[src/rtl/alu_arbiter.sv]
// Round-robin arbiter that shares one combinational ALU between two requesters.
// Define ALU_ARB_FIXED_PRIO_EN to make port 0 always win under contention.
module alu_arbiter #(
  parameter int unsigned DATA_WIDTH    = 32,
  parameter int unsigned OPCODE_LENGTH = 4
) (
  input  logic                     clk,
  input  logic                     reset,

  input  logic [1:0]               req_valid,
  output logic [1:0]               req_ready,
  input  logic [DATA_WIDTH-1:0]    req0_SrcA,
  input  logic [DATA_WIDTH-1:0]    req0_SrcB,
  input  logic [OPCODE_LENGTH-1:0] req0_Operation,
  input  logic [DATA_WIDTH-1:0]    req1_SrcA,
  input  logic [DATA_WIDTH-1:0]    req1_SrcB,
  input  logic [OPCODE_LENGTH-1:0] req1_Operation,

  output logic [DATA_WIDTH-1:0]    alu_SrcA,
  output logic [DATA_WIDTH-1:0]    alu_SrcB,
  output logic [OPCODE_LENGTH-1:0] alu_Operation,
  input  logic [DATA_WIDTH-1:0]    alu_ALUResult,

  output logic [1:0]               rsp_valid,
  input  logic [1:0]               rsp_ready,
  output logic [DATA_WIDTH-1:0]    rsp_data,
  output logic                     rsp_err
);

  localparam logic [OPCODE_LENGTH-1:0] OpIllegalA = OPCODE_LENGTH'(4'b1101);
  localparam logic [OPCODE_LENGTH-1:0] OpIllegalB = OPCODE_LENGTH'(4'b1110);

  typedef enum logic [1:0] {
    StIdle,
    StExec,
    StResp
  } state_e;

  state_e                   state_q;
  logic                     owner_q;
  logic                     last_grant_q;
  logic [DATA_WIDTH-1:0]    src_a_q;
  logic [DATA_WIDTH-1:0]    src_b_q;
  logic [OPCODE_LENGTH-1:0] op_q;
  logic [1:0]               rsp_valid_q;
  logic [DATA_WIDTH-1:0]    rsp_data_q;
  logic                     rsp_err_q;

  logic                     grant_valid;
  logic                     grant_idx;
  logic [DATA_WIDTH-1:0]    sel_src_a;
  logic [DATA_WIDTH-1:0]    sel_src_b;
  logic [OPCODE_LENGTH-1:0] sel_op;
  logic                     op_illegal;

  // Grant is only offered in IDLE; reset suppresses it so nothing is accepted.
  always_comb begin
    grant_valid = 1'b0;
    grant_idx   = 1'b0;
    if (state_q == StIdle && !reset) begin
      case (req_valid)
        2'b01: begin
          grant_valid = 1'b1;
          grant_idx   = 1'b0;
        end
        2'b10: begin
          grant_valid = 1'b1;
          grant_idx   = 1'b1;
        end
        2'b11: begin
          grant_valid = 1'b1;
`ifdef ALU_ARB_FIXED_PRIO_EN
          grant_idx   = 1'b0;
`else
          grant_idx   = ~last_grant_q;
`endif
        end
        default: begin
          grant_valid = 1'b0;
          grant_idx   = 1'b0;
        end
      endcase
    end
  end

  assign req_ready = grant_valid ? (2'b01 << grant_idx) : 2'b00;

  always_comb begin
    sel_src_a = req0_SrcA;
    sel_src_b = req0_SrcB;
    sel_op    = req0_Operation;
    if (grant_idx) begin
      sel_src_a = req1_SrcA;
      sel_src_b = req1_SrcB;
      sel_op    = req1_Operation;
    end
  end

  assign op_illegal = (op_q == OpIllegalA) || (op_q == OpIllegalB);

  always_ff @(posedge clk) begin
    if (reset) begin
      state_q      <= StIdle;
      owner_q      <= 1'b0;
      last_grant_q <= 1'b1;
      src_a_q      <= '0;
      src_b_q      <= '0;
      op_q         <= '0;
      rsp_valid_q  <= 2'b00;
      rsp_data_q   <= '0;
      rsp_err_q    <= 1'b0;
    end else begin
      case (state_q)
        StIdle: begin
          if (grant_valid) begin
            src_a_q      <= sel_src_a;
            src_b_q      <= sel_src_b;
            op_q         <= sel_op;
            owner_q      <= grant_idx;
            last_grant_q <= grant_idx;
            state_q      <= StExec;
          end
        end
        StExec: begin
          rsp_data_q  <= alu_ALUResult;
          rsp_err_q   <= op_illegal;
          rsp_valid_q <= 2'b01 << owner_q;
          state_q     <= StResp;
        end
        StResp: begin
          // Only the owner's ready retires the response; data/err stay visible.
          if (rsp_ready[owner_q]) begin
            rsp_valid_q <= 2'b00;
            state_q     <= StIdle;
          end
        end
        default: begin
          state_q <= StIdle;
        end
      endcase
    end
  end

  assign alu_SrcA      = (state_q == StExec) ? src_a_q : '0;
  assign alu_SrcB      = (state_q == StExec) ? src_b_q : '0;
  assign alu_Operation = (state_q == StExec) ? op_q : '0;

  assign rsp_valid = rsp_valid_q;
  assign rsp_data  = rsp_data_q;
  assign rsp_err   = rsp_err_q;

endmodule

[config.mk]
export PLATFORM = sky130hd
export DESIGN_NAME = alu_arbiter
export DESIGN_NICKNAME = d
export VERILOG_FILES = /design/src/rtl/alu_arbiter.sv
export SDC_FILE = /design/constraint.sdc
export NUM_CORES = 1
export LEC_CHECK = 0
export ABC_AREA = 1
export CAP_MARGIN = 20
export CORE_ASPECT_RATIO = 0.6
export CORE_MARGIN = 2
export CORE_UTILIZATION = 25
export CTS_CLUSTER_SIZE = 24
export DETAILED_ROUTE_END_ITERATION = 7
export GPL_TIMING_DRIVEN = 0
export PLACE_DENSITY = 0.61
export SLEW_MARGIN = 0
export SYNTH_ARGS = -nofsm -noshare
export SYNTH_HDL_FRONTEND = slang
export SYNTH_SLANG_ARGS = --single-unit
[constraint.sdc]
create_clock -name clk -period 3.1 [get_ports clk]
set_clock_uncertainty 0.2 [all_clocks]
set_input_delay 0.62 -clock clk [delete_from_list [all_inputs] [get_ports clk]]
set_output_delay 0.62 -clock clk [all_outputs]
set_load 0.1 [all_outputs]
==> impl_metrics.py, run 1 <==
metrics = {
    "flow_run": {
        "maxCapViolations": 0,
    },
    "global_route": {
        "overflow": 0,
        "antenna_found_initial": 0,
        "grt_pass1_wl_um": 32300,
        "first_global_vias": 5746,
        "gr-usage-all-layers": 0.179,
        "grt_max_degree": 16,
    },
    "clocking": {
        "numCtsBuffers": 9,
        "cts_setup_buffers": 0,
        "hold_buffers": 0,
        "clk_pin_slew_worst_paths_ns": 0.07,
        "insertion_delay_ns": 0.36,
        "htreeDepth": 3,
        "cts_buffer_depth": 2,
        "cts_tree": "built",
        "cts_root_buf": "clkbuf_16",
        "cts_sinks": 107,
    },
    "synthesis": {
        "async_flop_share": 0,
        "avgSynthCellArea_um2": 6.31,
        "ys_top_cells_by_area": "dfxtp_1, nor2_1, nand2_1",
        "synth_ff_type": "dfxtp_1",
        "synthCells": 889,
        "synth_seq_area_share": 0.382,
        "synth_top_cell_area_share": 0.382,
        "yosys.area.top_type": "dfxtp_1",
        "synth_warnings": 0,
        "synth_fp_nets": 1063,
        "ys_top_cells_by_count": "nor2_1, nand2_1, inv_1, dfxtp_1, nand3_1",
        "yosysUniqueCellTypes": 20,
        "synth_edf_count": 0,
        "synth_most_common_cell": "nor2_1",
        "synth-seq-cells": 107,
        "syn_area_mm2": 0.00561,
    },
    "worst_setup_path": {
        "reg2reg_depth": 10,
        "worstPathArrival_ns": 2.17,
        "worstSetupPathType": "in -> out",
        "critPathTopFamily": "buffers and inverters",
        "max_stage_delay_ns": 0.50,
        "critPathMaxFanout": 10,
        "crit_slowest_cell": "clkdlybuf4s50_1",
        "required_ns": 2.28,
        "timing.critical_path.cells": "clkdlybuf4s50_1 -> nor2_2 -> nand2_1 -> nor2_4 -> buf_6 -> buf_4",
        "path_buf_inv": 3,
        "reg2reg_slack_ns": 1.40,
        "critPathLaunchType": "input port",
        "critPathCaptureType": "output pin",
        "rr_startpoint": "state_q[0]",
        "r2r-end": "src_b_q[31]",
    },
    "worst_hold_path": {
        "hold_depth": 2,
        "hold_path_end": "src_a_q[14]",
        "hp-start": "src_a_q[14]",
        "hold_path.class": "reg -> reg",
    },
    "power": {
        "pwr-share-comb": 0.364,
        "internal-power_mw": 2.68,
        "power_leakage_nw": 4.15,
        "peakVddDrop_mv": 0.242,
        "sequentialPowerShare": 0.362,
        "pwr-share-clk": 0.274,
        "switching_share": 0.386,
        "p_switching_mw": 1.68,
        "p_per_area_mw_per_mm2": 497,
    },
    "cells_and_area": {
        "n_antenna_cell": 0,
        "finalInstanceArea_mm2": 0.00878,
        "drive_gt1_frac": 0.140,
        "syn_to_final_growth_pct": 56.5,
        "nets": 1352,
    },
    "floorplanning": {
        "core_mm2": 0.0220,
        "dieArea_mm2": 0.0237,
        "die_x_um": 197,
        "die_y_um": 120,
        "start_util": 0.255,
        "num_rows": 42,
        "io_pins": 279,
    },
    "routing": {
        "dr.pass1.iters": 5,
        "drc": 0,
        "viasPerCell": 4.26,
        "num_vias": 6255,
        "drt-initial-drc-count": 266,
        "drtAntennaViolNets": 0,
        "finalWirelength_um": 21400,
        "routedWlPerCell_um": 14.5,
    },
    "place": {
        "postPlaceCellArea_mm2": 0.00875,
        "place.gp.congestion": 0.802,
        "place.detailed.hpwl_um": 16600,
        "portBuffers": 278,
        "place_ws_ns": -0.833,
    },
    "timing": {
        "max_clock_freq_ghz": 0.334,
        "fin_ws_ns": 0.105,
        "slew_headroom": 0.318,
        "hold-worst-slack_ns": 0.271,
        "rsz0062_at_grt": "no",
        "finalMaxSlewViolations": 0,
        "fin_crit_ns": 2.99,
        "finalSetupViolCount": 0,
        "fin_crit_sh": 0.966,
        "worst_slew_pin_slew_ns": 1.02,
        "hold_viol": 0,
    },
    "status": {
        "outcome": "completed",
    },
}
## through the flow
step	setup TNS, ns	util	power [mW]	cells
after floorplan	0	-	2.67	889
after global placement	-13.70	0.398	3.22	1453
after detailed placement	-13.76	0.398	3.23	1453
after CTS	0	0.404	4.42	1468
after global routing	0	0.399	4.60	1468
final	0	0.399	4.36	1468
## power by group through the flow
stage               combinational (mW)  clock (mW)  sequential [mW]
finish                            1.59        1.20             1.58
global placement                  1.61           0             1.61
floorplan                        0.747           0             1.92
global route                      1.71        1.29             1.60
detailed placement                1.62           0             1.61
CTS                               1.60        1.24             1.58
## worst reg2reg max path, cell delays in order, from the launching register on
cell     delay, ns
dfxtp_1       0.32
inv_2         0.10
nand2_1       0.10
nor2_4        0.18
nand2_1       0.11
buf_6         0.16
buf_6         0.15
nand2_1       0.06
nand2_1       0.09
nand2_1       0.08
nand2_1       0.05
## kinds of logic (layout without fill, tap and decap cells)
logic type             Yosys count  after routing  share of synthesized area
AND/OR/NAND/NOR                543            543                      0.423
buffers and inverters          189            482                      0.150
AO/OA/AOI/OAI                   50             50                     0.0450
flip-flops                     107            107                      0.382
## state kept, by name, summed over array words and instances, names as in the netlist
register and flops:
op_q 4, owner_q 1, src_a_q 32, rsp_err 1
rsp_valid 2, last_grant_q 1, src_b_q 32, state_q 2
rsp_data 32
## cell type report
| cell class | count | area, um^2 |
|---|---|---|
| Fill cell | 2381 | 13200 |
| Clock inverter | 2 | 35.0 |
| Multi-Input combinational cell | 593 | 2630 |
| Timing Repair Buffer | 278 | 2510 |
| Sequential cell | 107 | 2140 |
| Clock buffer | 13 | 260 |
| Inverter | 131 | 492 |
| Buffer | 58 | 349 |
| Tap cell | 286 | 358 |
## how the worst max path moves through the flow
| stage | from | end | cells past startpoint |
|---|---|---|---|
| floorplan | state_q[0] | alu_Operation[0] | 6 |
| global placement | reset | req_ready[0] | 7 |
| detailed placement | reset | req_ready[0] | 7 |
| CTS | state_q[0] | alu_SrcB[20] | 7 |
| global route | state_q[0] | alu_SrcA[10] | 7 |
| finish | reset | req_ready[1] | 6 |
## placed cells by master (no fill, tap or decap), drive strengths merged
master / synthesis / routed
inv: 131 / 131
a21oi: 4 / 4
nor2: 220 / 220
clkdlybuf4s15: 0 / 3
clkdlybuf4s18: 0 / 1
o211ai: 1 / 1
nor3: 41 / 41
o21ai: 45 / 45
nand2: 208 / 208
clkbuf: 17 / 50
bufinv: 0 / 1
clkinv: 0 / 1
clkdlybuf4s50: 0 / 208
dfxtp: 107 / 107
buf: 41 / 87
nand3: 74 / 74
## metal layers
metal,wire (um),vias up,track usage
met3,1630,13,0.0514
met1,10800,2813,0.261
li1,-,3242,-
met4,189,0,0.0371
met2,8780,187,0.257
met5,0,-,0
## what timing repair did
action,in CTS,in global routing
endpoints found under the setup margin,70,51
pin swaps,0,0
resized for setup,291,75
(Power assumes the default switching activity.)
==> run 2: changes to the inputs <==
REMOVE_ABC_BUFFERS = 1   (was unset)
TNS_END_PERCENT = 30   (was unset)
clock period = 3.36 ns   (was 3.1 ns; I/O delays follow)
==> run 2 against run 1 <==
  * Sequential power decreased by 8%
  * First-iteration DRC count decreased by 2.6%
  * Cell count decreased by 2.9%
  * Wire length decreased by 8.2%
  * Sequential share of layout area decreased by 0.57 points
  * Via count decreased by 3.1%
  * Register-to-register slack got worse by 0.54 ns
  * Critical path depth unchanged
  * Flip-flop and latch count unchanged
  * Core utilization increased by 0.95 points
  * Die area unchanged
  * Non-clock buffer count decreased by 47
  * Highest routed layer unchanged
==> impl_metrics.py, run 2 (synthesized netlist as in run 1, its figures left out) <==
metrics = {
    "worst_setup_path": {
        "worstSetupPathType": "in -> out",
        "reg2reg_slack_ns": 0.86,
        "timing.critical_path.cells": "buf_2 -> buf_12 -> nor2_4 -> nand2_1 -> nor2_4 -> buf_6",
        "crit_slowest_cell": "nor2_4",
        "rr_startpoint": "state_q[0]",
        "critPathMaxFanout": 37,
        "path_buf_inv": 3,
        "critPathTopFamily": "simple AND/OR/NAND/NOR gates",
        "required_ns": 2.49,
        "reg2reg_depth": 10,
        "r2r-end": "src_a_q[31]",
        "critPathLaunchType": "input port",
        "critPathCaptureType": "output pin",
        "cpMostUsedCell": "nor2_4",
        "worstPathArrival_ns": 2.42,
        "max_stage_delay_ns": 0.41,
    },
    "place": {
        "portBuffers": 278,
        "dp.cells": 1400,
        "place_ws_ns": -1.33,
        "place.detailed.hpwl_um": 12800,
        "place.gp.congestion": 0.767,
    },
    "global_route": {
        "grt_pass1_wl_um": 30900,
        "antenna_found_initial": 0,
        "grt_max_degree": 67,
        "first_global_vias": 5660,
        "gr-usage-all-layers": 0.168,
        "overflow": 0,
    },
    "timing": {
        "worst_slew_pin_slew_ns": 1.06,
        "max_clock_freq_ghz": 0.304,
        "hold-worst-slack_ns": 0.265,
        "hold_viol": 0,
        "fin_crit_ns": 3.29,
        "finalMaxSlewViolations": 0,
        "fin_crit_sh": 0.979,
        "slew_headroom": 0.288,
        "finalSetupViolCount": 0,
        "setup_tns_ns": 0,
        "fin_ws_ns": 0.0718,
        "rsz0062_at_grt": "no",
    },
    "worst_hold_path": {
        "hold_path_end": "last_grant_q",
        "hold_depth": 2,
        "hp-start": "last_grant_q",
        "hold_path.class": "reg -> reg",
    },
    "clocking": {
        "cts_sinks": 107,
        "cts_root_buf": "clkbuf_16",
        "clk_pin_slew_worst_paths_ns": 0.07,
        "cts_tree": "built",
        "htreeDepth": 3,
        "insertion_delay_ns": 0.36,
        "cts_buffer_depth": 2,
        "numCtsBuffers": 9,
    },
    "floorplanning": {
        "io_pins": 279,
        "die_y_um": 120,
        "core_mm2": 0.0220,
        "num_rows": 42,
        "start_util": 0.255,
        "dieArea_mm2": 0.0237,
        "die_x_um": 197,
    },
    "cells_and_area": {
        "n_antenna_cell": 0,
        "finalNonFillerCells": 1426,
        "drive_gt1_frac": 0.102,
        "layout_common_cells": "nor2_1, clkdlybuf4s50_1, nand2_1",
        "nets": 1309,
        "fillers": 2331,
        "syn_to_final_growth_pct": 60.2,
        "final_common_cell": "nor2_1",
    },
    "power": {
        "total_power_mw": 4.03,
        "peakVddDrop_mv": 0.249,
        "power_leakage_nw": 4.03,
        "p_per_area_mw_per_mm2": 448,
    },
    "routing": {
        "drc": 0,
        "wl_met1_um": 9630,
        "drtAntennaViolNets": 0,
        "detailroute.wirelength.met3_um": 1740,
        "routedWlPerCell_um": 13.8,
        "drt-initial-drc-count": 259,
        "top_layer": "met4",
        "dr.pass1.iters": 4,
        "viasPerCell": 4.25,
        "wl_met2_um": 7960,
        "finalWirelength_um": 19600,
        "num_vias": 6063,
    },
    "flow_run": {
        "maxCapViolations": 0,
    },
    "status": {
        "outcome": "completed",
    },
}
run 2: cell count changes in the layout (fill, tap and decap cells not counted), sizes merged, moves of 2 or more:
cell,before,now
buf,87,14
inv,131,134
clkdlybuf4s15,3,55
clkbuf,50,10
nor2,220,222
nand3,74,76
dlygate4sd2,0,12
run 2: per-layer routing:
metal | GRT usage | vias up
met5 | 0 | -
met2 | 0.246 | 190
met3 | 0.0630 | 17
li1 | - | 3165
met4 | 0.0432 | 0
met1 | 0.230 | 2691
run 2: area by class of cell:
type | count | area, um^2 | share of cell area
inverter | 131 | 499 | 0.0555
clock inverter | 6 | 70.1 | 0.00779
sequential | 107 | 2140 | 0.238
tap | 286 | 358 | 0.0398
clock buffer | 10 | 239 | 0.0266
timing repair buffer | 289 | 3010 | 0.334
multi-input combinational | 597 | 2680 | 0.298
run 2: worst max-delay path by stage:
stage / startpoint / endpoint / slack, ns / cells after the start
3_3_place_gp: reset / src_a_q[7] / -4.41 / 7
6_report: reset / req_ready[1] / 0.07 / 6
5_1_grt: reset / req_ready[1] / 0.002 / 6
3_5_place_dp: reset / req_ready[0] / -1.33 / 7
4_1_cts: reset / req_ready[0] / -0.03 / 7
2_1_floorplan: reset / req_ready[0] / -1.45 / 3
run 2: power breakdown:
group / leakage (nW) / switching, mW / internal [mW] / total [mW]
Combinational: 3.00 / 0.990 / 0.460 / 1.45
Clock: 0.154 / 0.514 / 0.607 / 1.12
Sequential: 0.881 / 0.0591 / 1.40 / 1.46
run 2: worst register-to-register path, stage by stage (launching register included):
cell	delay (ns)
dfxtp_1	0.33
inv_2	0.22
nand2_1	0.16
nor2_4	0.34
buf_12	0.25
nand2_1	0.34
buf_16	0.28
nand2_1	0.08
nand3_1	0.07
nand2_1	0.09
inv_1	0.04
run 2: metrics by stage:
step	util	cell area, um^2
4_1_cts	0.405	8920
6_report	0.408	8990
3_3_place_gp	0.382	8400
5_1_grt	0.408	8990
2_1_floorplan	-	5260
3_5_place_dp	0.387	8530
run 2: what timing repair did:
action / in CTS / in global routing
gates resized for setup: 179 / 1
hold buffers: 0 / 0
pin swaps: 3 / 2
buffers inserted: 1 / 3
cloned: 4 / 0
setup endpoints to repair: 84 / 31
